--- config.mk ---
export PLATFORM = sky130hd
export DESIGN_NAME = riscv_lsu
export DESIGN_NICKNAME = d
export VERILOG_FILES = /design/src/rtl/riscv_lsu.sv
export SDC_FILE = /design/constraint.sdc
export NUM_CORES = 1
export LEC_CHECK = 0
export BUFFER_PORTS_ARGS = -buffer_cell sky130_fd_sc_hd__buf_2
export CAP_MARGIN = 20
export CORE_AREA = 2 2 90 92
export DETAILED_ROUTE_END_ITERATION = 10
export DIE_AREA = 0 0 92 94
export HOLD_SLACK_MARGIN = 0.15
export PLACE_DENSITY = 0.79
export RECOVER_POWER = 25
export SLEW_MARGIN = 20
export SYNTH_ARGS = -nofsm -noshare
export SYNTH_HDL_FRONTEND = slang
export SYNTH_SLANG_ARGS = --single-unit
--- constraint.sdc ---
create_clock -name clk_i -period 3.9 [get_ports clk_i]
set_input_delay 0.78 -clock clk_i [delete_from_list [all_inputs] [get_ports clk_i]]
set_output_delay 0.78 -clock clk_i [all_outputs]
set_load 0.01 [all_outputs]
--- src/rtl/riscv_lsu.sv ---
// riscv_lsu -- load-store unit between the core datapath and a ready-handshaked
// data memory. Stalls the core while an access is outstanding, aligns and
// sign/zero-extends load data, and reports misaligned or timed-out accesses.
//
// Ports
//   clk_i, rst_i       clock, asynchronous active-high reset
//   core_req_i         access request from the decoder
//   core_we_i          1 = store, 0 = load
//   core_size_i        0=B 1=H 2=W 4=BU 5=HU (other codes behave as W)
//   core_addr_i        byte address
//   core_wd_i          store data
//   core_rd_o          aligned, extended load data (registered)
//   core_stall_o       hold PC and pipeline while 1
//   core_misalign_o    1-cycle pulse, misaligned request rejected
//   core_fault_o       1-cycle pulse, access timed out
//   mem_req_o/we_o     memory request / write enable
//   mem_be_o           byte enables
//   mem_addr_o         word-aligned address
//   mem_wd_o           replicated store data
//   mem_rd_i           memory read word
//   mem_ready_i        access complete this cycle
module riscv_lsu #(
  parameter int unsigned TIMEOUT = 16
) (
  input  logic        clk_i,
  input  logic        rst_i,
  input  logic        core_req_i,
  input  logic        core_we_i,
  input  logic [2:0]  core_size_i,
  input  logic [31:0] core_addr_i,
  input  logic [31:0] core_wd_i,
  output logic [31:0] core_rd_o,
  output logic        core_stall_o,
  output logic        core_misalign_o,
  output logic        core_fault_o,
  output logic        mem_req_o,
  output logic        mem_we_o,
  output logic [3:0]  mem_be_o,
  output logic [31:0] mem_addr_o,
  output logic [31:0] mem_wd_o,
  input  logic [31:0] mem_rd_i,
  input  logic        mem_ready_i
);

  typedef enum logic [1:0] {IDLE, BUSY, DONE} state_e;

  // The counter never exceeds TIMEOUT-1: reaching it ends the access.
  localparam int unsigned CW = (TIMEOUT > 1) ? $clog2(TIMEOUT) : 1;
  localparam logic [CW-1:0] CNT_LAST = CW'(TIMEOUT - 1);

  state_e         state_q, state_d;
  logic [CW-1:0]  cnt_q, cnt_d;
  logic [31:0]    rd_q, rd_d;

  logic        is_byte, is_half, is_unsigned, misalign, active, timeout_hit;
  logic [3:0]  be_raw;
  logic [7:0]  ld_byte;
  logic [15:0] ld_half;
  logic [31:0] ld_data;

  assign is_byte     = (core_size_i == 3'd0) || (core_size_i == 3'd4);
  assign is_half     = (core_size_i == 3'd1) || (core_size_i == 3'd5);
  assign is_unsigned = core_size_i[2];
  assign misalign    = is_half ? core_addr_i[0] :
                       is_byte ? 1'b0 : (core_addr_i[1:0] != 2'b00);

  // NOTE: the request/stall path is gated by rst_i directly so that an
  // asserted reset drops them in the same cycle, not at the next edge.
  assign active      = ~rst_i & core_req_i & ~misalign & (state_q != DONE);
  assign timeout_hit = (state_q == BUSY) & active & ~mem_ready_i & (cnt_q == CNT_LAST);

  assign be_raw = is_byte ? (4'b0001 << core_addr_i[1:0]) :
                  is_half ? (4'b0011 << {core_addr_i[1], 1'b0}) : 4'b1111;

  always_comb begin
    ld_byte = mem_rd_i[7:0];
    case (core_addr_i[1:0])
      2'd1:    ld_byte = mem_rd_i[15:8];
      2'd2:    ld_byte = mem_rd_i[23:16];
      2'd3:    ld_byte = mem_rd_i[31:24];
      default: ld_byte = mem_rd_i[7:0];
    endcase
  end

  assign ld_half = core_addr_i[1] ? mem_rd_i[31:16] : mem_rd_i[15:0];
  assign ld_data = is_byte ? {{24{~is_unsigned & ld_byte[7]}}, ld_byte} :
                   is_half ? {{16{~is_unsigned & ld_half[15]}}, ld_half} : mem_rd_i;

  // Next-state and output logic.
  always_comb begin
    // NOTE: every signal gets a default first so no path leaves it unassigned
    // and no latch is inferred.
    state_d         = state_q;
    cnt_d           = cnt_q;
    rd_d            = rd_q;
    mem_req_o       = active;
    mem_we_o        = active & core_we_i;
    mem_be_o        = active ? be_raw : 4'b0000;
    mem_addr_o      = {core_addr_i[31:2], 2'b00};
    mem_wd_o        = is_byte ? {4{core_wd_i[7:0]}} :
                      is_half ? {2{core_wd_i[15:0]}} : core_wd_i;
    core_stall_o    = active & ~timeout_hit;
    core_misalign_o = ~rst_i & core_req_i & misalign & (state_q == IDLE);
    core_fault_o    = timeout_hit;

    case (state_q)
      IDLE: begin
        if (active) begin
          cnt_d   = '0;
          state_d = mem_ready_i ? DONE : BUSY;
        end
      end
      BUSY: begin
        if (!active)              state_d = IDLE;   // request withdrawn (flush)
        else if (mem_ready_i)     state_d = DONE;
        else if (timeout_hit)     state_d = DONE;
        else                      cnt_d   = cnt_q + 1'b1;
      end
      default: state_d = IDLE;                       // DONE
    endcase

    // Load data is captured only on the completing cycle of a live load.
    if (active && mem_ready_i && !core_we_i) rd_d = ld_data;
  end

  // NOTE: sequential state uses non-blocking assignments so all registers
  // update together from the values computed before the edge.
  always_ff @(posedge clk_i or posedge rst_i) begin
    if (rst_i) begin
      state_q <= IDLE;
      cnt_q   <= '0;
      rd_q    <= '0;
    end else begin
      state_q <= state_d;
      cnt_q   <= cnt_d;
      rd_q    <= rd_d;
    end
  end

  assign core_rd_o = rd_q;

endmodule

* After elaboration in Yosys (flattened, before gate mapping)
Cells that the tools add are included.
Storage, ports and cells: bits in registers 38, bits in latches 0, bits in writable memories 0, bits in read-only memories 0, input bits 104, output and inout port bits 105, logic and storage cells 70, memories 0
Operators by class: $add $sub $neg 1, multipliers 0, divide/modulo/power cells 0, $lt $le $gt $ge 0, equality and inequality tests 14, shifts and indexed selects 2, multiplexer cells 22, bitwise operators 17, reduce and logical (&&, ||, !) cells 11
Operators by type and width (number):
- two-way mux 32 bit | 4
- two-way mux 4 bit | 7
- case mux 8 bit (3 select lines) | 1
- two-way mux 16 bit | 1
- AND 1 bit | 12
- two-way mux 2 bit | 5
- inequality test 2 bit, second input constant | 5
- case mux 4 bit (2 select lines) | 1
- equality test 3 bit, second input constant | 2
- NOT 1 bit | 5
- AND reduction 5 bit | 1
- adder 4 x 1 -> 4 bit, second input constant | 1
- equality test 2 x 1 -> 1 bit, second input constant | 2
- equality test 2 bit, second input constant | 2
- equality test 4 bit, second input constant | 1
- inequality test 4 bit, second input constant | 1
- case mux 2 bit (2 select lines) | 1
- nonzero test 2 bit | 2
- left shift 1 x 2 -> 4 bit, first input constant | 1
- left shift 2 x 2 -> 4 bit, first input constant | 1
- equality test 3 x 1 -> 1 bit, second input constant | 1
- logical NOT 3 bit | 1
- logical AND 1 bit | 2
- logical NOT 2 bit | 1
- 4 further kinds | 6

* Logic depth before layout (Yosys ltp)
depth in word-level cells 14, mapped depth 7, mapped depth without buffers 5

* Worst setup path after synthesis
OpenSTA, ideal clock, no wires.
path kind input -> output, from input port core_size_i[1], to output port mem_be_o[1], arrival 1.847 ns, data required time 3.120 ns, path slack 1.273 ns, stages on the path 5, path buffers 3, cells stage by stage buf_2 > buf_2 > buf_1 > nor3_1 > nor4_1
On the way: cells in the longest elaborated chain, start to end 8, elaborated cells on any way between the ends 14, classes of those cells 3 x eq/ne; 5 x mux; 3 x bitwise; 3 x reduce/logical
RTL lines:
- start: declaration | RTL line 29 | input logic [2:0] core_size_i,
- equality test 3 bit / logical NOT 3 bit (equally long branches) | RTL line 61 | assign is_byte = (core_size_i == 3'd0) || (core_size_i == 3'd4);
- logical OR 1 bit | RTL line 61
- two-way mux 1 bit | RTL line 65 | is_byte ? 1'b0 : (core_addr_i[1:0] != 2'b00);
- two-way mux 1 bit | RTL line 64 | assign misalign = is_half ? core_addr_i[0] :
- NOT 1 bit | RTL line 69 | assign active = ~rst_i & core_req_i & ~misalign & (state_q != DONE);
- AND 1 bit (2 in a row) | RTL line 69
- two-way mux 4 bit * | RTL line 98 | mem_be_o = active ? be_raw : 4'b0000;
- end: declaration | RTL line 38 | output logic [3:0] mem_be_o,
Every way passes the cells marked *; elsewhere a longest branch is shown, timed or not.

* Final worst setup path
from input port core_size_i[1], to output port mem_wd_o[14]
On the way: cells in the longest elaborated chain, start to end 3, elaborated cells on any way between the ends 4, classes of those cells 1 x eq/ne; 1 x mux; 2 x reduce/logical
RTL lines:
- equality test 3 bit / logical NOT 3 bit (equally long branches) | RTL line 61
- logical OR 1 bit * | RTL line 61
- two-way mux 32 bit * | RTL line 100 | mem_wd_o = is_byte ? {4{core_wd_i[7:0]}} :
- end: declaration | RTL line 40 | output logic [31:0] mem_wd_o,
Marks and branches as above.

==> results.toml <==
[run_status]
outcome = "finished, violations left"
violations = "max-capacitance violations, max-slew violations"

[floorplan]
fp.dieH_um = 94
io_pins = 209
start_util = 0.392
coreArea_mm2 = 0.00761
rows = 32
die_width_um = 92
dieArea_mm2 = 0.00865

[place]
place.gp.congestion = 0.889
dpl.cell_count = 515
post_dp_cell_area_mm2 = 0.00347
io_buffers = 146
dpl.hpwl_um = 6700

[power_and_ir_drop]
p_leak_nw = 1.75
powerDensity_mw_per_mm2 = 400
intPower_uw = 981
p_seq_frac = 0.380
switching_share = 0.318
netSwitchingPower_uw = 458
vdd_drop_max_v = 0.000195
p_comb_frac = 0.334
p_clk_frac = 0.285

[timing]
post-route-period-util = 0.781
rsz0062_at_grt = "false"
drv_slew = 29
fmax_mhz = 328
worst_slew_margin_rel = -0.0173
worst_pin_slew_ns = 1.53
min_period_ns = 3.05
timing.setup.tns_ns = 0
setup_viol = 0
hold_viol_final = 0
fin_skew_ns = 0.00267
whs_ns = 0.467

[grt]
grt_max_degree = 43
grt_remaining_overflow = 0
first_global_vias = 2683
grt_usage = 0.195
grt_first_pass_wirelength_um = 13500
antenna_found_initial = 0

[final_layout]
regArea_um2 = 951
multi_input_area_mm2 = 0.00159
stdcell_area_mm2 = 0.00360
stdcell_count = 523
drive_above_1_share = 0.463
syn2layout_area_growth_pct = 20.6
n_fill_cell = 771
diodes = 0
fin_nets = 525

[setup_path]
crit_top_cell = "buf_2"
r2r_start = "state_q[1]"
reg2reg_depth = 5
cp-startpoint = "core_size_i[1]"
crit_path_end_kind = "primary output"
path_class = "primary input to primary output"
crit_required_ns = 3.12
slowest_delay_ns = 0.45
cp-start-kind = "primary input"
crit_family = "buffers and inverters"
cp_cell_sequence = "buf_2 > nor2_1 > buf_4 > mux2_2 > buf_2"
crit_slowest_cell = "nor2_1"
timing.rr.end = "core_rd_o[19]"
crit_cells = 5
cp_data_arrival_time_ns = 2.27
cp_max_fo = 31
r2r_setup_slack_ns = 1.68
cp-endpoint = "mem_wd_o[14]"
path_buf_inv = 3

[route]
ant_nets = 0
dr_total_vias = 2770
vias_per_cell = 5.30
dr.pass1.iters = 4
drtIter0Drc = 125
drcViolationCount = 0
totalWireLength_um = 8710
drt-wirelength-per-cell_um = 16.7

[clock_network]
cts_tree = "yes"
cts-buffers-inserted = 5
holdBufCountCts = 0
clock-root-buffer = "clkbuf_8"
clockBufferDepth = 2
cts_setup_buffers = 0
cts_max_level = 2
clk_latency_ns = 0.29
cts.clk_slew.worst_paths_ns = 0.08
cts_resized = 0
clock-sinks = 38

[logic_synthesis]
ys_warn_count = 0
synth_area_mm2 = 0.00298
yosys_register_bits = 38
synth_edf_count = 0
synth_cell_types = 50
ys_seq_area_frac = 0.319
ys.flop_type = "dfrtp_1"
syn_avg_cell_area_um2 = 9.21
syn_inst = 324
async_reset_ff_frac = 1.00

[min_path]
min_path_type = "primary input to async pin"

[flow_run]
drv_cap = 1
registers in the layout, indices dropped and copies added (netlist names):
register	count
state_q	2
core_rd_o	32
cnt_q	4
synthesized netlist by cell type (all sizes together) (2+ instances only):
cell type   n  area, um2
o32a        3       30.0
nor2        5       21.3
buf        55        387
or3         2       12.5
a31oi       3       18.8
o21ai      21        109
o221ai      3       26.3
a22oi       4       30.0
a32oi       8       88.8
nand2      47        176
nor3b       3       22.5
o31ai       3       22.5
nand3       4       20.0
mux2       20        229
clkbuf      8       31.3
nand2b      4       25.0
inv         9       33.8
a21oi       9       45.0
nor2b       6       37.5
nor3        6       30.0
and3        3       18.8
mux2i      16        160
o22a        8       70.1
dfrtp      38        951
a22o        4       35.0
and2        3       18.8
a2bb2oi    16        203
power by group through the flow:
stage | Combinational [mW] | Clock (mW) | Sequential [mW]
after floorplan | 0.268 | 0 | 0.593
after global placement | 0.473 | 0 | 0.551
after detailed placement | 0.483 | 0 | 0.553
after CTS | 0.485 | 0.416 | 0.547
after global routing | 0.524 | 0.431 | 0.560
final | 0.481 | 0.410 | 0.548
area by class of cell:
class	count	area share
multi-input cells	215	0.441
flip-flops and latches	38	0.264
repair buffers	151	0.212
well taps	102	0.0355
clock buffers	5	0.0191
clock inverters	3	0.0191
inverters	9	0.00939
worst min-delay path by stage:
stage	from	endpoint	slack (ns)	cells after the start
after global routing	rst_i	state_q[1]	0.51	2
after detailed placement	core_rd_o[3]	core_rd_o[3]	0.50	2
final	rst_i	state_q[1]	0.47	2
after floorplan	state_q[1]	state_q[1]	0.45	1
after global placement	state_q[1]	state_q[1]	0.48	1
after CTS	rst_i	core_rd_o[1]	0.50	2
routing by layer:
metal  part of all wire  track usage  vias up
met1               0.44        0.261     1332
met3              0.060       0.0530       12
li1                   -            -     1325
met2               0.49        0.314      101
met5                  0            0        -
met4             0.0090       0.0460        0
kinds of logic (layout without fill, tap and decap cells):
logic type / after synthesis / in the layout / share of synthesized area
buf+inv: 72 / 168 / 0.151
simple gates: 87 / 87 / 0.139
compound gates: 87 / 87 / 0.249
flops: 38 / 38 / 0.319
xor+xnor: 2 / 2 / 0.00587
mux: 36 / 36 / 0.130
fa+ha+maj: 1 / 1 / 0.00419
other cells: 1 / 2 / 0.00126
metrics by stage:
stage	power (mW)	worst slack [ns]	utilization
finish	1.44	0.854	0.473
CTS	1.45	0.840	0.474
global route	1.51	0.731	0.473
detailed placement	1.04	0.841	0.456
floorplan	0.861	1.27	-
global placement	1.02	0.925	0.456
layout by cell type, fill, tap and decap left out, drive strengths merged, types with 2 or more instances in the layout:
cell type	synthesis	layout
clkbuf	8	7
o21ai	21	21
mux2	20	20
o221ai	3	3
inv	9	9
nor3	6	6
a22oi	4	4
nand3	4	4
buf	55	149
nand2b	4	4
conb	1	2
and3	3	3
a22o	4	4
a2bb2oi	16	16
o22a	8	8
and2	3	3
a32oi	8	8
a31oi	3	3
nor2b	6	6
dfrtp	38	38
mux2i	16	16
o32a	3	3
nand2	47	47
nor2	5	5
a21oi	9	9
bufinv	0	2
nor3b	3	3
o31ai	3	3
or3	2	2
worst reg2reg max path: cells and delay by family, from the launching register on:
family,cells,cell delay [ns]
compound gates,2,0.49
simple gates,1,0.83
flops,1,0.42
buf+inv,2,0.41
Power figures use the tool's default switching activity.
